$ cat src/rtl/rvm_lsu_pkg.sv
// Shared encodings for the rvm load/store unit: access sizes, error codes,
// FSM states, the registered request record and the alignment predicate.
package rvm_lsu_pkg;

    typedef enum logic [1:0] {
        LSU_SIZE_BYTE = 2'd0,
        LSU_SIZE_HALF = 2'd1,
        LSU_SIZE_WORD = 2'd2,
        LSU_SIZE_ILL  = 2'd3
    } lsu_size_e;

    typedef enum logic [1:0] {
        LSU_ERR_NONE    = 2'd0,
        LSU_ERR_BUS     = 2'd1,
        LSU_ERR_ALIGN   = 2'd2,
        LSU_ERR_TIMEOUT = 2'd3
    } lsu_err_e;

    typedef enum logic [1:0] {
        LSU_IDLE   = 2'd0,
        LSU_ACCESS = 2'd1,
        LSU_RESP   = 2'd2
    } lsu_state_e;

    typedef struct packed {
        logic        wen;
        lsu_size_e   size;
        logic        sgn;
        logic [31:0] addr;
        logic [31:0] wdata;
    } lsu_req_t;

    // True when the low address bits cannot be served by a single bus word.
    function automatic logic lsu_misaligned(input logic [1:0] size, input logic [1:0] addr_lo);
        logic bad;
        bad = 1'b0;
        case (size)
            LSU_SIZE_HALF: bad = addr_lo[0];
            LSU_SIZE_WORD: bad = (addr_lo != 2'b00);
            LSU_SIZE_ILL:  bad = 1'b1;
            default:       bad = 1'b0;
        endcase
        return bad;
    endfunction

endpackage

$ cat src/rtl/rvm_lsu_if.sv
// Request-side (control FSM <-> LSU) and memory-side (LSU <-> bus) interfaces.
// In each, the master modport is the side that initiates the transaction.
interface rvm_lsu_if;
    logic        lsu_req;
    logic        lsu_ready;
    logic        lsu_wen;
    logic [1:0]  lsu_size;
    logic        lsu_signed;
    logic [31:0] lsu_addr;
    logic [31:0] lsu_wdata;
    logic        lsu_done;
    logic [31:0] lsu_rdata;
    logic [1:0]  lsu_err;

    modport master (
        output lsu_req, lsu_wen, lsu_size, lsu_signed, lsu_addr, lsu_wdata,
        input  lsu_ready, lsu_done, lsu_rdata, lsu_err
    );
    modport slave (
        input  lsu_req, lsu_wen, lsu_size, lsu_signed, lsu_addr, lsu_wdata,
        output lsu_ready, lsu_done, lsu_rdata, lsu_err
    );
endinterface

interface rvm_mem_if;
    logic [31:0] mem_addr;
    logic [31:0] mem_rdata;
    logic [31:0] mem_wdata;
    logic        mem_c_en;
    logic        mem_w_en;
    logic [3:0]  mem_b_en;
    logic        mem_error;
    logic        mem_stall;

    modport master (
        output mem_addr, mem_wdata, mem_c_en, mem_w_en, mem_b_en,
        input  mem_rdata, mem_error, mem_stall
    );
    modport slave (
        input  mem_addr, mem_wdata, mem_c_en, mem_w_en, mem_b_en,
        output mem_rdata, mem_error, mem_stall
    );
endinterface

$ cat src/rtl/rvm_lsu_lanes.sv
// Combinational byte-lane logic: byte enables, store-data replication and
// load lane selection with sign/zero extension.
module rvm_lsu_lanes
    import rvm_lsu_pkg::*;
(
    input  lsu_size_e   size,
    input  logic        sgn,
    input  logic [1:0]  addr_lo,
    input  logic [31:0] wdata,
    input  logic [31:0] rdata,
    output logic [3:0]  b_en,
    output logic [31:0] wdata_rep,
    output logic [31:0] rdata_ext
);

    logic [7:0]  lane [4];
    logic [7:0]  byte_sel;
    logic [15:0] half_sel;

    for (genvar gi = 0; gi < 4; gi++) begin : g_lane
        assign lane[gi] = rdata[8*gi +: 8];
    end

    always_comb begin
        byte_sel  = lane[addr_lo];
        half_sel  = addr_lo[1] ? rdata[31:16] : rdata[15:0];
        b_en      = 4'b1111;
        wdata_rep = wdata;
        rdata_ext = rdata;
        case (size)
            LSU_SIZE_BYTE: begin
                b_en      = 4'b0001 << addr_lo;
                wdata_rep = {4{wdata[7:0]}};
                rdata_ext = {{24{sgn & byte_sel[7]}}, byte_sel};
            end
            LSU_SIZE_HALF: begin
                b_en      = 4'b0011 << {addr_lo[1], 1'b0};
                wdata_rep = {2{wdata[15:0]}};
                rdata_ext = {{16{sgn & half_sel[15]}}, half_sel};
            end
            default: begin
                b_en      = 4'b1111;
                wdata_rep = wdata;
                rdata_ext = rdata;
            end
        endcase
    end

endmodule

$ cat src/rtl/rvm_lsu.sv
// Load/store unit: registers one request, runs a single bus access with stall
// timeout, and returns extended load data or an error with a one-cycle done.
// Optional build macro: RVM_LSU_ALIGN_CHECK_EN rejects misaligned/illegal requests.
module rvm_lsu
    import rvm_lsu_pkg::*;
#(
    parameter int unsigned STALL_TIMEOUT = 255
) (
    input  logic       clk,
    input  logic       resetn,
    rvm_lsu_if.slave   lsu,
    rvm_mem_if.master  mem
);

    localparam int unsigned CW = (STALL_TIMEOUT > 0) ? $clog2(STALL_TIMEOUT + 1) : 1;

    lsu_state_e    state_q, state_d;
    lsu_req_t      req_q, req_d;
    logic [CW-1:0] cnt_q, cnt_d;
    lsu_err_e      err_q, err_d;
    logic [31:0]   rdata_q, rdata_d;

    lsu_size_e   in_size;
    logic [31:0] in_addr;
    logic        reject;
    logic        timeout_hit;
    logic        in_access;
    logic        in_resp;
    logic [3:0]  lane_ben;
    logic [31:0] lane_wdata;
    logic [31:0] lane_rdata;

`ifdef RVM_LSU_ALIGN_CHECK_EN
    always_comb begin
        in_size = lsu_size_e'(lsu.lsu_size);
        in_addr = lsu.lsu_addr;
        reject  = lsu_misaligned(lsu.lsu_size, lsu.lsu_addr[1:0]);
    end
`else
    // Without the check, offending low bits are dropped and size 3 acts as a word.
    always_comb begin
        in_size = lsu_size_e'(lsu.lsu_size);
        in_addr = lsu.lsu_addr;
        reject  = 1'b0;
        if (in_size == LSU_SIZE_ILL) begin
            in_size = LSU_SIZE_WORD;
        end
        if (in_size == LSU_SIZE_HALF) begin
            in_addr[0] = 1'b0;
        end else if (in_size == LSU_SIZE_WORD) begin
            in_addr[1:0] = 2'b00;
        end
    end
`endif

    // Abort on the stalled cycle that brings the stall count to STALL_TIMEOUT.
    assign timeout_hit = (STALL_TIMEOUT != 0) && (cnt_q == CW'(STALL_TIMEOUT - 1));

    rvm_lsu_lanes u_lanes (
        .size      (req_q.size),
        .sgn       (req_q.sgn),
        .addr_lo   (req_q.addr[1:0]),
        .wdata     (req_q.wdata),
        .rdata     (mem.mem_rdata),
        .b_en      (lane_ben),
        .wdata_rep (lane_wdata),
        .rdata_ext (lane_rdata)
    );

    always_comb begin
        state_d = state_q;
        req_d   = req_q;
        cnt_d   = cnt_q;
        err_d   = err_q;
        rdata_d = rdata_q;
        case (state_q)
            LSU_IDLE: begin
                if (lsu.lsu_req) begin
                    req_d   = '{wen: lsu.lsu_wen, size: in_size, sgn: lsu.lsu_signed,
                                addr: in_addr, wdata: lsu.lsu_wdata};
                    cnt_d   = '0;
                    rdata_d = '0;
                    if (reject) begin
                        err_d   = LSU_ERR_ALIGN;
                        state_d = LSU_RESP;
                    end else begin
                        err_d   = LSU_ERR_NONE;
                        state_d = LSU_ACCESS;
                    end
                end
            end
            LSU_ACCESS: begin
                if (!mem.mem_stall) begin
                    err_d   = mem.mem_error ? LSU_ERR_BUS : LSU_ERR_NONE;
                    rdata_d = (mem.mem_error || req_q.wen) ? 32'd0 : lane_rdata;
                    state_d = LSU_RESP;
                end else if (timeout_hit) begin
                    err_d   = LSU_ERR_TIMEOUT;
                    rdata_d = '0;
                    state_d = LSU_RESP;
                end else begin
                    cnt_d = cnt_q + 1'b1;
                end
            end
            LSU_RESP: begin
                state_d = LSU_IDLE;
            end
            default: begin
                state_d = LSU_IDLE;
            end
        endcase
    end

    always_ff @(posedge clk or negedge resetn) begin
        if (!resetn) begin
            state_q <= LSU_IDLE;
            req_q   <= '0;
            cnt_q   <= '0;
            err_q   <= LSU_ERR_NONE;
            rdata_q <= '0;
        end else begin
            state_q <= state_d;
            req_q   <= req_d;
            cnt_q   <= cnt_d;
            err_q   <= err_d;
            rdata_q <= rdata_d;
        end
    end

    assign in_access = (state_q == LSU_ACCESS);
    assign in_resp   = (state_q == LSU_RESP);

    assign lsu.lsu_ready = (state_q == LSU_IDLE);
    assign lsu.lsu_done  = in_resp;
    assign lsu.lsu_rdata = in_resp ? rdata_q : 32'd0;
    assign lsu.lsu_err   = in_resp ? err_q : LSU_ERR_NONE;

    assign mem.mem_addr  = in_access ? {req_q.addr[31:2], 2'b00} : 32'd0;
    assign mem.mem_wdata = in_access ? lane_wdata : 32'd0;
    assign mem.mem_c_en  = in_access;
    assign mem.mem_w_en  = in_access & req_q.wen;
    assign mem.mem_b_en  = in_access ? lane_ben : 4'd0;

endmodule
$ cat src/flat_wrapper.sv
// flat-port wrapper written by rule: the top's interface ports become plain ports
module rvm_lsu_flat import rvm_lsu_pkg::*;
#(
    parameter int unsigned STALL_TIMEOUT = 255
)
  (clk, resetn, lsu_lsu_req, lsu_lsu_wen, lsu_lsu_size, lsu_lsu_signed, lsu_lsu_addr, lsu_lsu_wdata, lsu_lsu_ready, lsu_lsu_done, lsu_lsu_rdata, lsu_lsu_err, mem_mem_addr, mem_mem_wdata, mem_mem_c_en, mem_mem_w_en, mem_mem_b_en, mem_mem_rdata, mem_mem_error, mem_mem_stall);
  rvm_lsu_if lsu_i ();
  rvm_mem_if mem_i ();
  input  logic clk;
  input  logic resetn;
  input wire logic [$bits(lsu_i.lsu_req)-1:0] lsu_lsu_req;
  input wire logic [$bits(lsu_i.lsu_wen)-1:0] lsu_lsu_wen;
  input wire logic [$bits(lsu_i.lsu_size)-1:0] lsu_lsu_size;
  input wire logic [$bits(lsu_i.lsu_signed)-1:0] lsu_lsu_signed;
  input wire logic [$bits(lsu_i.lsu_addr)-1:0] lsu_lsu_addr;
  input wire logic [$bits(lsu_i.lsu_wdata)-1:0] lsu_lsu_wdata;
  output wire logic [$bits(lsu_i.lsu_ready)-1:0] lsu_lsu_ready;
  output wire logic [$bits(lsu_i.lsu_done)-1:0] lsu_lsu_done;
  output wire logic [$bits(lsu_i.lsu_rdata)-1:0] lsu_lsu_rdata;
  output wire logic [$bits(lsu_i.lsu_err)-1:0] lsu_lsu_err;
  output wire logic [$bits(mem_i.mem_addr)-1:0] mem_mem_addr;
  output wire logic [$bits(mem_i.mem_wdata)-1:0] mem_mem_wdata;
  output wire logic [$bits(mem_i.mem_c_en)-1:0] mem_mem_c_en;
  output wire logic [$bits(mem_i.mem_w_en)-1:0] mem_mem_w_en;
  output wire logic [$bits(mem_i.mem_b_en)-1:0] mem_mem_b_en;
  input wire logic [$bits(mem_i.mem_rdata)-1:0] mem_mem_rdata;
  input wire logic [$bits(mem_i.mem_error)-1:0] mem_mem_error;
  input wire logic [$bits(mem_i.mem_stall)-1:0] mem_mem_stall;
  assign lsu_i.lsu_req = lsu_lsu_req;
  assign lsu_i.lsu_wen = lsu_lsu_wen;
  assign lsu_i.lsu_size = lsu_lsu_size;
  assign lsu_i.lsu_signed = lsu_lsu_signed;
  assign lsu_i.lsu_addr = lsu_lsu_addr;
  assign lsu_i.lsu_wdata = lsu_lsu_wdata;
  assign lsu_lsu_ready = lsu_i.lsu_ready;
  assign lsu_lsu_done = lsu_i.lsu_done;
  assign lsu_lsu_rdata = lsu_i.lsu_rdata;
  assign lsu_lsu_err = lsu_i.lsu_err;
  assign mem_mem_addr = mem_i.mem_addr;
  assign mem_mem_wdata = mem_i.mem_wdata;
  assign mem_mem_c_en = mem_i.mem_c_en;
  assign mem_mem_w_en = mem_i.mem_w_en;
  assign mem_mem_b_en = mem_i.mem_b_en;
  assign mem_i.mem_rdata = mem_mem_rdata;
  assign mem_i.mem_error = mem_mem_error;
  assign mem_i.mem_stall = mem_mem_stall;
  rvm_lsu #(.STALL_TIMEOUT(STALL_TIMEOUT)) u_core (.clk(clk), .resetn(resetn), .lsu(lsu_i), .mem(mem_i));
endmodule
$ cat config.mk
export PLATFORM = sky130hd
export DESIGN_NAME = rvm_lsu_flat
export DESIGN_NICKNAME = d
export VERILOG_FILES = /design/src/rtl/rvm_lsu_pkg.sv /design/src/rtl/rvm_lsu_if.sv /design/src/rtl/rvm_lsu_lanes.sv /design/src/rtl/rvm_lsu.sv /design/src/flat_wrapper.sv
export SDC_FILE = /design/constraint.sdc
export NUM_CORES = 1
export LEC_CHECK = 0
export CORE_MARGIN = 8
export CORE_UTILIZATION = 49
export DETAILED_ROUTE_END_ITERATION = 10
export HOLD_SLACK_MARGIN = 0.1
export PLACE_DENSITY_LB_ADDON = 0.25
export SLEW_MARGIN = 20
export SYNTH_ARGS = -nofsm -noshare
export SYNTH_HDL_FRONTEND = slang
export SYNTH_SLANG_ARGS = --single-unit
export TNS_END_PERCENT = 30
$ cat constraint.sdc
create_clock -name clk -period 3.1 [get_ports clk]
set_input_delay 0.62 -clock clk [delete_from_list [all_inputs] [get_ports clk]]
set_output_delay 0.62 -clock clk [all_outputs]
set_load 0.02 [all_outputs]
* After elaboration in Yosys (flattened, before gate mapping)
Index checks and enable logic that the tools add are counted.
Storage, ports and cells: flip-flop bits (word level) 112, input port bits 105, output and inout bits 106, logic and storage cells 70
Operators by class: $add $sub $neg 1, $lt $le $gt $ge 1, eq/ne operators 11, shifts and indexed selects 2, multiplexer cells 34, bitwise gates (word level) 4, reduce and logical (&&, ||, !) cells 8
Operators by type and width (number):
- $mux W32 | 7
- $pmux W32 S2 | 3
- $mux W8 | 5
- $mux W2 | 9
- $bmux W8 S2 | 1
- $mux W16 | 1
- $pmux W8 S2 | 1
- $add A8 B1 Y8 const B | 1
- $eq A8 B8 Y1 const B | 1
- $pmux W2 S2 | 2
- $pmux W4 S2 | 1
- $eq A2 B1 Y1 const B | 3
- $eq A2 B2 Y1 const B | 3
- $ne A2 B2 Y1 const B | 3
- $logic_not A2 Y1 | 2
- $mux W4 | 1
- $reduce_and A2 Y1 | 2
- $reduce_and A4 Y1 | 1
- $shl A1 B2 Y4 const A | 1
- $shl A2 B2 Y4 const A | 1
- $and A1 B1 Y1 | 3
- $ge A3 B3 Y1 const B | 1
- $mux W1 | 3
- $ne A3 B2 Y1 const B | 1
- 4 further kinds | 4

* Longest topological paths before layout
word-level depth 9, mapped depth 7

* By module
Synthesis repeated with hierarchy kept, for this count alone.
Unflattened totals: cells, all modules 701, area total of the unflattened synthesis 6149.6 um^2
By module, submodules not included:
- rvm_lsu | times used 1, cells each 544, area each 5046.1 um^2
- rvm_lsu_lanes | times used 1, cells each 157, area each 1103.6 um^2

* Worst setup path before layout
Ideal clock, no wire load.
path kind reg-to-output, from register u_core.req_q[66] (netlist name), to output port mem_mem_wdata[16], data arrival time 1.520 ns, path slack 0.960 ns, cell stages (with the launch flop) 6, buffers on the path 3, path through dfrtp_1 -> buf_2 -> clkbuf_1 -> buf_1 -> mux2i_1 -> nor2_1
On the way: longest elaborated chain between the ends 3, elaborated cells on any way between the ends 4
Ends and longest elaborated chain:
- start, declared | RTL line rvm_lsu.sv:18 | lsu_req_t req_q, req_d;
- start signal, assigned | RTL line rvm_lsu.sv:123 | req_q <= req_d;
- $eq A2 B1 Y1 / $logic_not A2 Y1 (equally long branches) | RTL line rvm_lsu_lanes.sv:30 | case (size)
- $pmux W32 S2 * | RTL line rvm_lsu_lanes.sv:30
- $mux W32 * | RTL line rvm_lsu.sv:139 | assign mem.mem_wdata = in_access ? lane_wdata : 32'd0;
- end, declared | RTL line flat_wrapper.sv:22 | output wire logic [$bits(mem_i.mem_wdata)-1:0] mem_mem_wdata;
Mark *: on every way between the ends. The rest lies on a longest branch, timed or not.

* Worst setup path in the final report
from register u_core.state_q[1], to output port mem_mem_addr[18]
On the way: longest elaborated chain between the ends 2
Ends and longest elaborated chain:
- start, declared | RTL line rvm_lsu.sv:17 | lsu_state_e state_q, state_d;
- start signal, assigned | RTL line rvm_lsu.sv:122 | state_q <= state_d;
- $eq A2 B1 Y1 | RTL line rvm_lsu.sv:130 | assign in_access = (state_q == LSU_ACCESS);
- $mux W32 | RTL line rvm_lsu.sv:138 | assign mem.mem_addr = in_access ? {req_q.addr[31:2], 2'b00} : 32'd0;
- end, declared | RTL line flat_wrapper.sv:21 | output wire logic [$bits(mem_i.mem_addr)-1:0] mem_mem_addr;
Every way passes these cells.

==> impl_results.md <==
* Crit path DAT at ~2.3 ns
* R2r worst-path depth at 6
* Core Area at approximately 12000 um^2
* Internal power at 0.004251 W
* Total clock sinks at between 100 and 150
* Fin. Hold Viols at 0
* #FFs+latches synth at about 110
* Reg2reg start: u_core.state_q[1]
* Power Density at just under 900 nW/um^2
* RSZ-0062 raised after global routing: false
* Fraction of the yosys area taken by sequential cells at 0.4770
* Post-Syn Area at slightly below 6000 um^2
* Latest clock arrival within the worst-skew pair at 0.35 ns
* Most frequent cells in the layout: nand2_1, clkdlybuf4s50_1, dfrtp_1
* NetSw at slightly above 0.003 W
* R2R Path End: u_core.rdata_q[22]
* CTS tree: yes
* Critical path type: reg -> out
* Commonest non-fill, non-tap cell in the layout: nand2_1
* Layout Nets at about 1000
* Routed WL at between 15000 and 20000 um
* Largest fanout on the critical path at 22
* Comb power frac at 0.494
* Setup TNS at 0 ns
* Clk_skew at between 0.007 and 0.008 ns
* Slew HR at 0.3194
* Pleak at about 3.9 nW
* Slew Limit Fails at 0
* Main flop type after synthesis: dfrtp_1
* Detail Placement HPWL at 13960 um
* Initial core utilization at 0.4954
* Yosys cell types at 39
* Max_cap viols at 0
* Layout cell share with drive strength beyond 1 at 0.06667
* Die H at ~130 um
* Total GRT Usage at 0.2369
* Synth async-reset ratio at 1.000
* Synthesized area per cell at a little under 9 um^2
* Area Growth Syn to Fin at 43.06%
* Number of enable flip-flop cells after synthesis at 0
* Max Freq at 0.3450 GHz
* CTS max path bufs at 2
* Die area at between 15000 and 20000 um^2
* VDD IR max at between 0.5 and 0.6 mV
* Sequential share of power at 0.332
* 1st-iter DRT viols at approximately 690
* Worst-margin pin slew at around 1.0 ns
* Post-CTS setup buffer count at 0
* R2R Setup Slk at between 0.7 and 0.8 ns
* GPL Wtd Cong at 0.9177
* Hold crit path type: in -> async
* 1st-pass router iterations at 5
* Antenna Nets Post-Route at 0
* Sw frac at 0.4191
* Total grt overflow at 0
* IO Count at about 210
* Critical Path RT at ~2.5 ns
* Vias in the first global route at ~5700
* Via density at 5.552
* CTS buffer count at 9
* CTS Root Cell: clkbuf_16
* Port Buffers at 208
* Routed length per instance at about 19 um
* Synth Warn # at 0
* Status: complete, no violations
* Fin crit share at 0.9350
* Clock network fraction of total power at 0.174
* Initial antenna violation count at 1
* Largest net degree at the start of global routing at between 50 and 60
* Cell count after synthesis at approximately 680
* Via count at 5652
* Tmin final at slightly below 3 ns
* H-tree Lvls at 3
* Die Width at 125.5 um
* Worst Setup End Kind: output port
* Worst setup SP type: register
* Worst-path clk slew at around 0.07 ns
* Util after Layout at 0.7087
* Final setup viols at 0
* Core Rows at 40
* First-pass GRT wire length at ~30000 um
* Remaining DRCs at 0
per-stage QoR:
stage | area [um^2] | setup WS (ns) | instances | total power, W | hold WS, ns
final | 8406 | 0.2016 | 1018 | 0.007318 | 0.3276
after global routing | 8406 | 0.06215 | 1018 | 0.007770 | 0.3797
after CTS | 8399 | 0.1025 | 1017 | 0.007339 | 0.3502
after detailed placement | 8068 | 0.3466 | 1001 | 0.006044 | 0.4580
after global placement | 8068 | 0.4000 | 1001 | 0.005938 | 0.4491
after floorplan | 5879 | 0.9603 | 679 | 0.004532 | 0.3244
worst max-delay path by stage:
stage | cells after the start | slack [ns] | startpoint | endpoint
floorplan | 5 | 0.96 | u_core.req_q[66] | mem_mem_wdata[16]
global placement | 6 | 0.40 | mem_mem_stall | u_core.rdata_q[28]
detailed placement | 6 | 0.35 | mem_mem_stall | u_core.rdata_q[28]
CTS | 5 | 0.10 | u_core.state_q[1] | mem_mem_addr[18]
global route | 5 | 0.06 | u_core.state_q[1] | mem_mem_addr[18]
finish | 5 | 0.20 | u_core.state_q[1] | mem_mem_addr[18]
what timing repair did:
| item | in CTS | in global routing |
|---|---|---|
| hold buffers | 0 | 0 |
| setup endpoints to repair | 0 | 4 |
| resized for setup | 0 | 2 |
| endpoints found under the hold margin | 0 | 0 |
logic make-up after synthesis:
family | count (synthesis) | synth area share
other cells | 1 | 0.0006382
fa+ha+maj | 2 | 0.004258
simple gates | 370 | 0.2800
buf+inv | 64 | 0.04621
flops | 112 | 0.4770
compound gates | 103 | 0.1305
mux | 26 | 0.06133
registers in the layout (all words and copies together) (netlist names):
name,flops
u_core.state_q,2
u_core.cnt_q,8
u_core.req_q,68
u_core.err_q,2
u_core.rdata_q,32
area by class of cell:
| cell class | count | area (um^2) |
|---|---|---|
| flip-flops and latches | 112 | 2803 |
| well taps | 147 | 183.9 |
| clock buffers | 10 | 239.0 |
| fillers | 929 | 3456 |
| inverters | 14 | 53.80 |
| repair buffers | 225 | 2220 |
| multi-input cells | 503 | 2811 |
| diodes | 1 | 2.502 |
| clock inverters | 6 | 92.59 |
cells in the mapped netlist, types with 4 or more instances:
library cell	instances	share of area
nand2_1	220	0.14
dfrtp_1	112	0.48
and2_1	76	0.081
nor2_1	40	0.026
clkbuf_1	36	0.023
a21oi_1	21	0.018
mux2i_1	18	0.031
o21ai_0	16	0.014
a221o_1	14	0.024
nand3_1	14	0.012
inv_1	13	0.0083
a221o_2	10	0.019
a21o_1	8	0.010
mux4_2	8	0.031
o22ai_1	8	0.0085
o2bb2ai_1	8	0.012
a31oi_1	7	0.0075
buf_2	7	0.0060
or3_1	5	0.0053
o211ai_1	4	0.0051
power groups by stage:
stage          logic, W  clock network [W]  registers (W)
2_1_floorplan   0.00227                  0        0.00226
3_3_place_gp    0.00352                  0        0.00242
3_5_place_dp    0.00361                  0        0.00244
4_1_cts         0.00362            0.00129        0.00242
5_1_grt         0.00393            0.00135        0.00249
6_report        0.00362            0.00128        0.00243
worst max-delay path, cell delays in order, from the launching register on:
cell and delay, ns:
dfrtp_1 0.43, nand2b_1 0.19, clkinv_2 0.24, buf_4 0.28, and2_1 0.15, clkdlybuf4s50_1 0.64
routing by layer:
layer / up-vias / share of wire / track usage
li1: 2623 / - / -
met1: 2667 / 0.39 / 0.2783
met2: 313 / 0.47 / 0.3814
met3: 49 / 0.10 / 0.07947
met4: 0 / 0.038 / 0.1168
met5: - / 0 / 0
Power figures use the tool's default switching activity.
